`src/rtl/cdb_arbiter_pkg.sv`:
```
// Shared constants and helpers for the CDB arbiter: source IDs, default
// depths and the modulo-3 round-robin step.
package cdb_arbiter_pkg;

    localparam int REG_ID_BIT = 4;
    localparam int CDB_QDEPTH = 2;
    localparam int CDB_NSRC   = 3;

    typedef enum logic [1:0] {
        CDB_SRC_ALU = 2'd0,
        CDB_SRC_LB  = 2'd1,
        CDB_SRC_SB  = 2'd2
    } cdb_src_e;

    // (base + k) mod 3 for base, k in 0..2
    function automatic logic [1:0] src_add(input logic [1:0] base, input logic [1:0] k);
        logic [2:0] sum;
        sum = {1'b0, base} + {1'b0, k};
        if (sum >= 3'd3) begin
            sum = sum - 3'd3;
        end
        return sum[1:0];
    endfunction

endpackage

```
`src/rtl/cdb_arbiter_if.sv`:
```
// Producer-side and broadcast-side signals of the CDB arbiter.
// The arbiter uses the slave modport; producers/listeners use master.
interface cdb_arbiter_if
    import cdb_arbiter_pkg::*;
#(
    parameter int DEST_W = REG_ID_BIT
);
    logic              alu_valid;
    logic [DEST_W-1:0] alu_dest;
    logic [31:0]       alu_value;
    logic [31:0]       alu_jalr_pc;
    logic              alu_ready;

    logic              lb_valid;
    logic [DEST_W-1:0] lb_dest;
    logic [31:0]       lb_value;
    logic              lb_ready;

    logic              sb_valid;
    logic [DEST_W-1:0] sb_dest;
    logic              sb_ready;

    logic              cdb_valid;
    logic [1:0]        cdb_src;
    logic [DEST_W-1:0] cdb_dest;
    logic [31:0]       cdb_value;
    logic [31:0]       cdb_jalr_pc;

    modport master (
        output alu_valid, alu_dest, alu_value, alu_jalr_pc,
        output lb_valid, lb_dest, lb_value,
        output sb_valid, sb_dest,
        input  alu_ready, lb_ready, sb_ready,
        input  cdb_valid, cdb_src, cdb_dest, cdb_value, cdb_jalr_pc
    );

    modport slave (
        input  alu_valid, alu_dest, alu_value, alu_jalr_pc,
        input  lb_valid, lb_dest, lb_value,
        input  sb_valid, sb_dest,
        output alu_ready, lb_ready, sb_ready,
        output cdb_valid, cdb_src, cdb_dest, cdb_value, cdb_jalr_pc
    );
endinterface

```
`src/rtl/cdb_arbiter_src_fifo.sv`:
```
// Small per-producer result FIFO. hold freezes everything; flush empties it
// and wins over push/pop. Head entry is presented combinationally on dout.
module cdb_arbiter_src_fifo #(
    parameter int WIDTH  = 68,
    parameter int QDEPTH = 2
) (
    input  logic             clk,
    input  logic             rst,
    input  logic             push,
    input  logic             pop,
    input  logic             flush,
    input  logic             hold,
    input  logic [WIDTH-1:0] din,
    output logic [WIDTH-1:0] dout,
    output logic             empty,
    output logic             full
);
    localparam int PW = $clog2(QDEPTH);

    logic [WIDTH-1:0] mem_q [QDEPTH];
    logic [PW-1:0]    head_q;
    logic [PW-1:0]    tail_q;
    logic [PW:0]      count_q;

    assign dout  = mem_q[head_q];
    assign empty = (count_q == '0);
    assign full  = (count_q == (PW+1)'(QDEPTH));

    always_ff @(posedge clk) begin
        if (push && !hold && !flush) begin
            mem_q[tail_q] <= din;
        end
    end

    always_ff @(posedge clk or posedge rst) begin
        if (rst) begin
            head_q  <= '0;
            tail_q  <= '0;
            count_q <= '0;
        end else if (!hold) begin
            if (flush) begin
                head_q  <= '0;
                tail_q  <= '0;
                count_q <= '0;
            end else begin
                if (push) tail_q <= tail_q + 1'b1;
                if (pop)  head_q <= head_q + 1'b1;
                case ({push, pop})
                    2'b10:   count_q <= count_q + (PW+1)'(1);
                    2'b01:   count_q <= count_q - (PW+1)'(1);
                    default: count_q <= count_q;
                endcase
            end
        end
    end

endmodule

```
`src/rtl/cdb_arbiter.sv`:
```
// Round-robin arbiter draining three producer FIFOs (ALU, LB, SB) onto a
// single registered common data bus, one broadcast per cycle.
module cdb_arbiter
    import cdb_arbiter_pkg::*;
#(
    parameter int QDEPTH = CDB_QDEPTH,
    parameter int DEST_W = REG_ID_BIT
) (
    input  logic        clk_in,
    input  logic        rst_in,
    input  logic        rdy_in,
    input  logic        clear_all,
    cdb_arbiter_if.slave bus
);
    localparam int W = DEST_W + 64;

    logic [W-1:0]        fifo_din  [CDB_NSRC];
    logic [W-1:0]        fifo_dout [CDB_NSRC];
    logic [CDB_NSRC-1:0] fifo_push;
    logic [CDB_NSRC-1:0] fifo_pop;
    logic [CDB_NSRC-1:0] fifo_empty;
    logic [CDB_NSRC-1:0] fifo_full;

    logic              grant;
    logic [1:0]        winner;
    logic [W-1:0]      head_sel;

    logic              cdb_valid_q;
    logic [1:0]        cdb_src_q;
    logic [DEST_W-1:0] cdb_dest_q;
    logic [31:0]       cdb_value_q;
    logic [31:0]       cdb_jalr_pc_q;
    logic [1:0]        rr_q;

    // Entry layout is {dest, value, jalr_pc}; LB/SB zero the fields they lack.
    assign fifo_din[0] = {bus.alu_dest, bus.alu_value, bus.alu_jalr_pc};
    assign fifo_din[1] = {bus.lb_dest, bus.lb_value, 32'd0};
    assign fifo_din[2] = {bus.sb_dest, 64'd0};
    assign fifo_push   = {bus.sb_valid, bus.lb_valid, bus.alu_valid} & ~fifo_full;

    assign bus.alu_ready = ~fifo_full[0];
    assign bus.lb_ready  = ~fifo_full[1];
    assign bus.sb_ready  = ~fifo_full[2];

    generate
        for (genvar gi = 0; gi < CDB_NSRC; gi++) begin : g_src
            assign fifo_pop[gi] = grant && (winner == 2'(gi));

            cdb_arbiter_src_fifo #(
                .WIDTH  (W),
                .QDEPTH (QDEPTH)
            ) u_fifo (
                .clk   (clk_in),
                .rst   (rst_in),
                .push  (fifo_push[gi]),
                .pop   (fifo_pop[gi]),
                .flush (clear_all),
                .hold  (!rdy_in),
                .din   (fifo_din[gi]),
                .dout  (fifo_dout[gi]),
                .empty (fifo_empty[gi]),
                .full  (fifo_full[gi])
            );
        end
    endgenerate

    always_comb begin
        logic [1:0] idx;
        grant  = 1'b0;
        winner = CDB_SRC_ALU;
        idx    = rr_q;
        for (int k = 0; k < CDB_NSRC; k++) begin
            idx = src_add(rr_q, 2'(k));
            if (!grant && !fifo_empty[idx]) begin
                grant  = 1'b1;
                winner = idx;
            end
        end
    end

    assign head_sel = fifo_dout[winner];

    always_ff @(posedge clk_in or posedge rst_in) begin
        if (rst_in) begin
            cdb_valid_q   <= 1'b0;
            cdb_src_q     <= CDB_SRC_ALU;
            cdb_dest_q    <= '0;
            cdb_value_q   <= '0;
            cdb_jalr_pc_q <= '0;
            rr_q          <= CDB_SRC_ALU;
        end else if (rdy_in) begin
            if (clear_all) begin
                cdb_valid_q <= 1'b0;
                rr_q        <= CDB_SRC_ALU;
            end else if (grant) begin
                cdb_valid_q <= 1'b1;
                cdb_src_q   <= winner;
                {cdb_dest_q, cdb_value_q, cdb_jalr_pc_q} <= head_sel;
                rr_q        <= src_add(winner, 2'd1);
            end else begin
                // Idle: data outputs keep the last broadcast
                cdb_valid_q <= 1'b0;
            end
        end
    end

    assign bus.cdb_valid   = cdb_valid_q;
    assign bus.cdb_src     = cdb_src_q;
    assign bus.cdb_dest    = cdb_dest_q;
    assign bus.cdb_value   = cdb_value_q;
    assign bus.cdb_jalr_pc = cdb_jalr_pc_q;

endmodule
```
`src/flat_wrapper.sv`:
```
// flat-port wrapper written by rule: the top's interface ports become plain ports
module cdb_arbiter_flat import cdb_arbiter_pkg::*;
#(
    parameter int QDEPTH = CDB_QDEPTH,
    parameter int DEST_W = REG_ID_BIT
)
  (clk_in, rst_in, rdy_in, clear_all, bus_alu_valid, bus_alu_dest, bus_alu_value, bus_alu_jalr_pc, bus_lb_valid, bus_lb_dest, bus_lb_value, bus_sb_valid, bus_sb_dest, bus_alu_ready, bus_lb_ready, bus_sb_ready, bus_cdb_valid, bus_cdb_src, bus_cdb_dest, bus_cdb_value, bus_cdb_jalr_pc);
  cdb_arbiter_if #(.DEST_W(DEST_W)) bus_i ();
  input  logic clk_in;
  input  logic rst_in;
  input  logic rdy_in;
  input  logic clear_all;
  input wire logic [$bits(bus_i.alu_valid)-1:0] bus_alu_valid;
  input wire logic [$bits(bus_i.alu_dest)-1:0] bus_alu_dest;
  input wire logic [$bits(bus_i.alu_value)-1:0] bus_alu_value;
  input wire logic [$bits(bus_i.alu_jalr_pc)-1:0] bus_alu_jalr_pc;
  input wire logic [$bits(bus_i.lb_valid)-1:0] bus_lb_valid;
  input wire logic [$bits(bus_i.lb_dest)-1:0] bus_lb_dest;
  input wire logic [$bits(bus_i.lb_value)-1:0] bus_lb_value;
  input wire logic [$bits(bus_i.sb_valid)-1:0] bus_sb_valid;
  input wire logic [$bits(bus_i.sb_dest)-1:0] bus_sb_dest;
  output wire logic [$bits(bus_i.alu_ready)-1:0] bus_alu_ready;
  output wire logic [$bits(bus_i.lb_ready)-1:0] bus_lb_ready;
  output wire logic [$bits(bus_i.sb_ready)-1:0] bus_sb_ready;
  output wire logic [$bits(bus_i.cdb_valid)-1:0] bus_cdb_valid;
  output wire logic [$bits(bus_i.cdb_src)-1:0] bus_cdb_src;
  output wire logic [$bits(bus_i.cdb_dest)-1:0] bus_cdb_dest;
  output wire logic [$bits(bus_i.cdb_value)-1:0] bus_cdb_value;
  output wire logic [$bits(bus_i.cdb_jalr_pc)-1:0] bus_cdb_jalr_pc;
  assign bus_i.alu_valid = bus_alu_valid;
  assign bus_i.alu_dest = bus_alu_dest;
  assign bus_i.alu_value = bus_alu_value;
  assign bus_i.alu_jalr_pc = bus_alu_jalr_pc;
  assign bus_i.lb_valid = bus_lb_valid;
  assign bus_i.lb_dest = bus_lb_dest;
  assign bus_i.lb_value = bus_lb_value;
  assign bus_i.sb_valid = bus_sb_valid;
  assign bus_i.sb_dest = bus_sb_dest;
  assign bus_alu_ready = bus_i.alu_ready;
  assign bus_lb_ready = bus_i.lb_ready;
  assign bus_sb_ready = bus_i.sb_ready;
  assign bus_cdb_valid = bus_i.cdb_valid;
  assign bus_cdb_src = bus_i.cdb_src;
  assign bus_cdb_dest = bus_i.cdb_dest;
  assign bus_cdb_value = bus_i.cdb_value;
  assign bus_cdb_jalr_pc = bus_i.cdb_jalr_pc;
  cdb_arbiter #(.QDEPTH(QDEPTH), .DEST_W(DEST_W)) u_core (.clk_in(clk_in), .rst_in(rst_in), .rdy_in(rdy_in), .clear_all(clear_all), .bus(bus_i));
endmodule
```
`config.mk`:
```
export PLATFORM = sky130hd
export DESIGN_NAME = cdb_arbiter_flat
export DESIGN_NICKNAME = d
export VERILOG_FILES = /design/src/rtl/cdb_arbiter_pkg.sv /design/src/rtl/cdb_arbiter_if.sv /design/src/rtl/cdb_arbiter_src_fifo.sv /design/src/rtl/cdb_arbiter.sv /design/src/flat_wrapper.sv
export SDC_FILE = /design/constraint.sdc
export NUM_CORES = 1
export LEC_CHECK = 0
export CAP_MARGIN = 15
export CORE_MARGIN = 5
export CORE_UTILIZATION = 35
export DETAILED_ROUTE_END_ITERATION = 8
export PLACE_DENSITY = 0.63
export SETUP_SLACK_MARGIN = 0.3
export SLEW_MARGIN = 20
export SYNTH_ARGS = -nofsm -noshare
export SYNTH_HDL_FRONTEND = slang
export SYNTH_SLANG_ARGS = --single-unit
```
`constraint.sdc`:
```
create_clock -name clk_in -period 11.25 [get_ports clk_in]
set_input_delay 1.125 -clock clk_in [delete_from_list [all_inputs] [get_ports clk_in]]
set_output_delay 1.125 -clock clk_in [all_outputs]
set_load 0.05 [all_outputs]
```
==> Word-level counts from Yosys, hierarchy flattened <==
Memory sizes are Yosys's and may differ from the RTL's.
Cells that the tools add are included.
{ "classes": {"magnitude_cmp": 8, "addsub": 19, "div": 0, "multipliers": 0, "reduce_logical": 40, "n_bitwise": 7, "n_eq_ne": 11, "mux": 47, "n_shift": 0} }
{ "ops": {"columns": ["operator", "n"], "rows": [
  ["68-bit binary-select mux with 2-bit select", 1],
  ["68-bit two-way mux", 2],
  ["1-bit two-way mux", 26],
  ["2-bit two-way mux", 12],
  ["2-bit AND reduction", 10],
  ["2-bit == test, second input constant", 7],
  ["2-bit nonzero test", 7],
  ["2-bit case mux with 2 select lines", 3],
  ["1-bit logical AND", 11],
  ["3-bit by 2-bit >= comparator with 1-bit output, second input constant", 3],
  ["2-bit by 3-bit less-than comparator with 1-bit output, second input constant", 3],
  ["3-bit nonzero test", 3],
  ["2-bit by 1-bit == test with 1-bit output, second input constant", 4],
  ["2-bit zero test", 4],
  ["2-bit subtractor, second input constant", 4],
  ["1-bit adder, second input constant", 6],
  ["2-bit by 1-bit adder with 2-bit output, second input constant", 3],
  ["2-bit by 1-bit adder with 3-bit output, second input constant", 2],
  ["1-bit binary-select mux with 2-bit select", 3],
  ["2-bit by 1-bit subtractor with 2-bit output, second input constant", 3],
  ["1-bit zero test", 4],
  ["1-bit NOT", 4],
  ["2-bit by 2-bit adder with 3-bit output, second input constant", 1],
  ["3-bit bitwise AND", 1],
  ["5 further kinds", 5]
]} }
{ "word_totals": {"n_memories": 3, "latch_bits": 0, "out_inout_bits": 74, "register_bits": 85, "wordCells": 150, "in_bits": 115, "mem_bits_ro": 0, "mem_bits_rw": 216} }
{ "memory_table": {"columns": ["memory", "depth", "word_bits", "rd", "rd_ports_with_merged_regs", "write_ports", "line_no", "rtl"], "rows": [
  ["u_core.g_src[0].u_fifo.mem_q", 2, 68, 1, 0, 1, "cdb_arbiter_src_fifo.sv:20", "logic [WIDTH-1:0] mem_q [QDEPTH];"],
  ["u_core.g_src[1].u_fifo.mem_q", 2, 36, 1, 0, 1, "cdb_arbiter_src_fifo.sv:20", null],
  ["u_core.g_src[2].u_fifo.mem_q", 2, 4, 1, 0, 1, "cdb_arbiter_src_fifo.sv:20", null]
]} }

==> Depth between registers and ports, before layout <==
{ "depth": {"depth_word": 16, "mapped_depth": 12, "ltp_nobuf": 10} }

==> Cells and area by module <==
From an unflattened synthesis, not the netlist that was laid out.
{ "unflattened": {"cells_unflattened": 1099, "hier_area_um2": 19521.2} }
{ "modules_own_cells": {"columns": ["mod", "instances", "area_each_um2", "cells_per_inst", "seq_area_each_um2"], "rows": [
  ["cdb_arbiter_src_fifo", 3, 5180.0, 241, 4184.0],
  ["cdb_arbiter", 1, 3981.3, 376, 1826.8]
]} }

==> Worst setup path after synthesis <==
OpenSTA, ideal clock, no wires.
{ "synth_path": {"path_kind": "input-to-reg", "from": "in clear_all", "to": "mem u_core.g_src[0].u_fifo.mem_q[0][0], enable pin", "setup_time_ns": 0.577, "path_slack_ns": 4.576, "cell_stages": 3, "t_arrival_ns": 6.096, "path_buffers": 0, "cell_sequence": "inv_1 -> nand2_1 -> nor3_1"} }
{ "synth_between": {"elab_chain_len": 4} }
{ "synth_rtl": {"columns": ["element", "line_no", "rtl"], "rows": [
  ["from (decl)", "flat_wrapper.sv:12", "input logic clear_all;"],
  ["1-bit zero test", "cdb_arbiter_src_fifo.sv:30", "if (push && !hold && !flush) begin"],
  ["1-bit logical AND", "cdb_arbiter_src_fifo.sv:30", null],
  ["1-bit two-way mux", "cdb_arbiter_src_fifo.sv:30", null],
  ["1-bit two-way mux (not written as such)", "cdb_arbiter_src_fifo.sv:31", "mem_q[tail_q] <= din;"],
  ["to (decl)", "cdb_arbiter_src_fifo.sv:20", null]
]} }
No other way between the ends.

==> Worst setup path in the final report <==
{ "layout_path": {"from": "in rdy_in", "to": "reg u_core.cdb_dest_q[0], in the netlist u_core.bus.cdb_dest[0]"} }
{ "layout_between": {"elab_chain_len": 1} }
{ "layout_rtl": {"columns": ["element", "line_no", "rtl"], "rows": [
  ["from (decl)", "flat_wrapper.sv:11", "input logic rdy_in;"],
  ["3-bit AND reduction (no line)", null, null],
  ["to (signal assigned)", "cdb_arbiter.sv:98", "{cdb_dest_q, cdb_value_q, cdb_jalr_pc_q} <= head_sel;"],
  ["to (decl)", "cdb_arbiter.sv:30", "logic [DEST_W-1:0] cdb_dest_q;"]
]} }
No other way between the ends.
A chain may end at the register's enable or synchronous reset.

==> run_results.csv <==
group,metric,value,unit
drt,drtIter0Drc,373,
setup_path,crit_path_end_kind,"flop",
drt,vias,6789,
global_routing,grt_pass1_wl,41900,um
clock_network,cts_resized,0,
synthesis,yosys-top-cells-area,"edfxtp_1 (57%), dfrtp_1 (19%), mux2i_1 (8.9%)",
setup_path,reg2reg_to,"u_core.g_src[2].u_fifo.count_q[1]$_DFFE_PP0P_",
synthesis,synth_flop_cell,"edfxtp_1",
power_and_ir_drop,intPower,2.41,mW
outcome,outcome,"completed",
power_and_ir_drop,pwr-share-clk,0.260,
floorplan,core,32400,um^2
floorplan,dieArea,36300,um^2
power_and_ir_drop,cellPowerDensity,258,nW/um^2
timing,finalHoldViolCount,0,
global_routing,antenna_found_initial,3,
layout,area_growth,29.7,%
synthesis,synth_edf_count,216,
placement,portBuffers,188,
clock_network,hold_buffers,0,
synthesis,netlist_area,11400,um^2
placement,gp_congestion,0.783,
worst_hold_path,hold_class,"reg -> reg",
timing,max-slew-margin-rel,0.293,
setup_path,r2r_cells,9,
drt,dr.pass1.iters,4,
drt,wl_per_cell,19.7,um
clock_network,numCtsBuffers,34,
placement,dp_hpwl,16100,um
synthesis,yosys-top-cells-count,"edfxtp_1 (216), mux2i_1 (101), dfrtp_1 (85), nand2_1 (75), o21ai_0 (45)",
synthesis,async_reset_ff_frac,0.282,
synthesis,synth_most_common_cell,"edfxtp_1",
timing,min_period_over_period,0.364,
timing,fin_crit,4090,ps
placement,dpl.cell_count,1318,
drt,drt-total-wl,27200,um
power_and_ir_drop,switching_share,0.367,
clock_network,h-tree-depth,2,
setup_path,cp.required,11620,ps
drt,drc,0,
timing,grt_setup_unrepaired,"false",
setup_path,startpoint_type,"primary input",
power_and_ir_drop,seq_power_share,0.392,
setup_path,cp.arrival,4460,ps
floorplan,die_y,191,um
synthesis,netlist.area_leader.share,0.568,
timing,fin_tns_setup,0,ps
setup_path,worst-r2r-setup-slack,8230,ps
power_and_ir_drop,ir_worst_vdd,143,uV
global_routing,first_global_vias,7268,
drt,drtAntennaViolNets,0,
power_and_ir_drop,leakagePower,5.33,nW
clock_network,postCtsSetupBuffers,0,
floorplan,ios,189,
floorplan,start_util,0.353,
synthesis,synth.avg_cell_area,15.9,um^2
setup_path,r2r_start,"u_core.rr_q[0]$_DFFE_PP0P_",
layout,final_cells,1381,
global_routing,grt_max_degree,73,
setup_path,startpoint,"rdy_in",
clock_network,clockRootBuffer,"clkbuf_16",
floorplan,num_rows,66,
drt,viasPerCell,4.92,
timing,drv_slew,0,
power_and_ir_drop,power_switching,1.40,mW
clock_network,clkTransAtPathRegs,50,ps
setup_path,crit_path_max_fanout,72,
timing,setup_viol,0,
global_routing,grt-ovfl-total,0,
synthesis,ys_types,49,
clock_network,cts_tree,"built",
layout,drive_gt1_frac,0.0811,
synthesis,ys_seq_area_frac,0.754,
timing,fmax,244,MHz
global_routing,track_usage,0.148,
timing,worstMarginPinSlew,1060,ps
timing,clock_skew,22.9,ps
setup_path,criticalPathCategory,"in -> reg",
synthesis,yosysTopAreaCell,"edfxtp_1",
clock_network,clkLatencyLatePin,500,ps
synthesis,synthCells,720,
layout,nets,1030,
synthesis,syn-num-nets,838,
clock_network,clock-sinks,301,
floorplan,die_w,191,um
setup_path,crit_end,"u_core.bus.cdb_dest[0]$_DFFE_PP0P_",
synthesis,ys_warn_count,0,
clock_network,clock_path_buffers,3,
run,drv_cap,0,
power_and_ir_drop,p_comb_frac,0.348,
synthesis,synth-seq-cells,301,
==> power groups by stage <==
stage               clock [mW]  combinational [mW]  sequential [mW]
floorplan                    0               0.540             1.85
global placement             0                1.33             1.52
detailed placement           0                1.35             1.52
CTS                       1.02                1.35             1.50
global route              1.07                1.42             1.52
finish                   0.993                1.33             1.50
==> through the flow <==
stage	util	instance area (um^2)	hold slack [ps]	worst slack, ps	total power, mW
2_1_floorplan	-	11400	464	4580	2.39
3_3_place_gp	0.426	13800	463	6670	2.85
3_5_place_dp	0.426	13800	470	6570	2.87
4_1_cts	0.458	14800	483	7090	3.87
5_1_grt	0.458	14800	511	6840	4.01
6_report	0.458	14800	474	7160	3.82
==> cell type report <==
class	count	area, um^2
diodes	2	5.00
clock buffers	46	927
clock inverters	15	77.6
fillers	2882	17600
inverters	10	40.0
multi-input cells	369	2650
flip-flops and latches	301	8620
well taps	442	553
repair buffers	196	1940
==> state kept, by name, indices dropped and copies added, names as in the netlist <==
name and flops:
u_core.g_src.u_fifo.tail_q 3, u_core.g_src.u_fifo.head_q 3, u_core.g_src.u_fifo.count_q 6, u_core.bus.cdb_jalr_pc 32, u_core.g_src.u_fifo.mem_q 216, u_core.rr_q 2, u_core.bus.cdb_value 32, u_core.bus.cdb_dest 4
u_core.bus.cdb_src 2, u_core.bus.cdb_valid 1
==> per-layer routing <==
layer | up-vias | track usage | part of all wire
li1 | 3152 | - | -
met1 | 3421 | 0.189 | 0.43
met2 | 178 | 0.256 | 0.50
met3 | 36 | 0.0298 | 0.049
met4 | 2 | 0.0409 | 0.019
met5 | - | 0 | 0.00074
==> cells in the final DEF (no fill, tap or decap), types with 8 or more instances in the layout <==
master,netlist,routed
buf_4,0,8
inv_1,9,8
edfxtp_1,216,216
a21oi_1,10,10
nor2_1,15,15
clkdlybuf4s50_1,0,188
mux2_2,8,8
nand2_1,75,75
dfrtp_1,85,83
mux2i_1,101,101
o221ai_1,32,32
o21ai_0,45,45
clkbuf_1,35,10
clkbuf_16,0,35
==> worst min path at each step <==
stage,start,endpoint,slack (ps),depth (start not counted)
6_report,u_core.bus.cdb_jalr_pc[7]$_DFFE_PP0P_,u_core.bus.cdb_jalr_pc[7]$_DFFE_PP0P_,470,2
5_1_grt,u_core.bus.cdb_jalr_pc[26]$_DFFE_PP0P_,u_core.bus.cdb_jalr_pc[26]$_DFFE_PP0P_,510,2
4_1_cts,u_core.bus.cdb_jalr_pc[7]$_DFFE_PP0P_,u_core.bus.cdb_jalr_pc[7]$_DFFE_PP0P_,480,2
3_5_place_dp,u_core.bus.cdb_jalr_pc[9]$_DFFE_PP0P_,u_core.bus.cdb_jalr_pc[9]$_DFFE_PP0P_,470,2
3_3_place_gp,u_core.bus.cdb_jalr_pc[7]$_DFFE_PP0P_,u_core.bus.cdb_jalr_pc[7]$_DFFE_PP0P_,460,2
2_1_floorplan,u_core.g_src[2].u_fifo.tail_q$_DFFE_PP0P_,u_core.g_src[2].u_fifo.tail_q$_DFFE_PP0P_,460,1
==> cell families (layout without fill, tap and decap cells) <==
group	count (synthesis)	after routing	synth area share
xor+xnor	1	1	0.000767
simple gates	120	120	0.0461
other cells	0	2	0
fa+ha+maj	3	3	0.00329
buf+inv	50	267	0.0167
compound gates	136	136	0.0827
mux	109	109	0.0964
flops	301	301	0.754
==> critical path, stage by stage <==
cell,delay [ps]
clkdlybuf4s50_1,800
clkinv_1,370
nor2_1,620
nand3_4,940
a31oi_1,460
a21oi_1,120
Power figures use the tool's default switching activity.
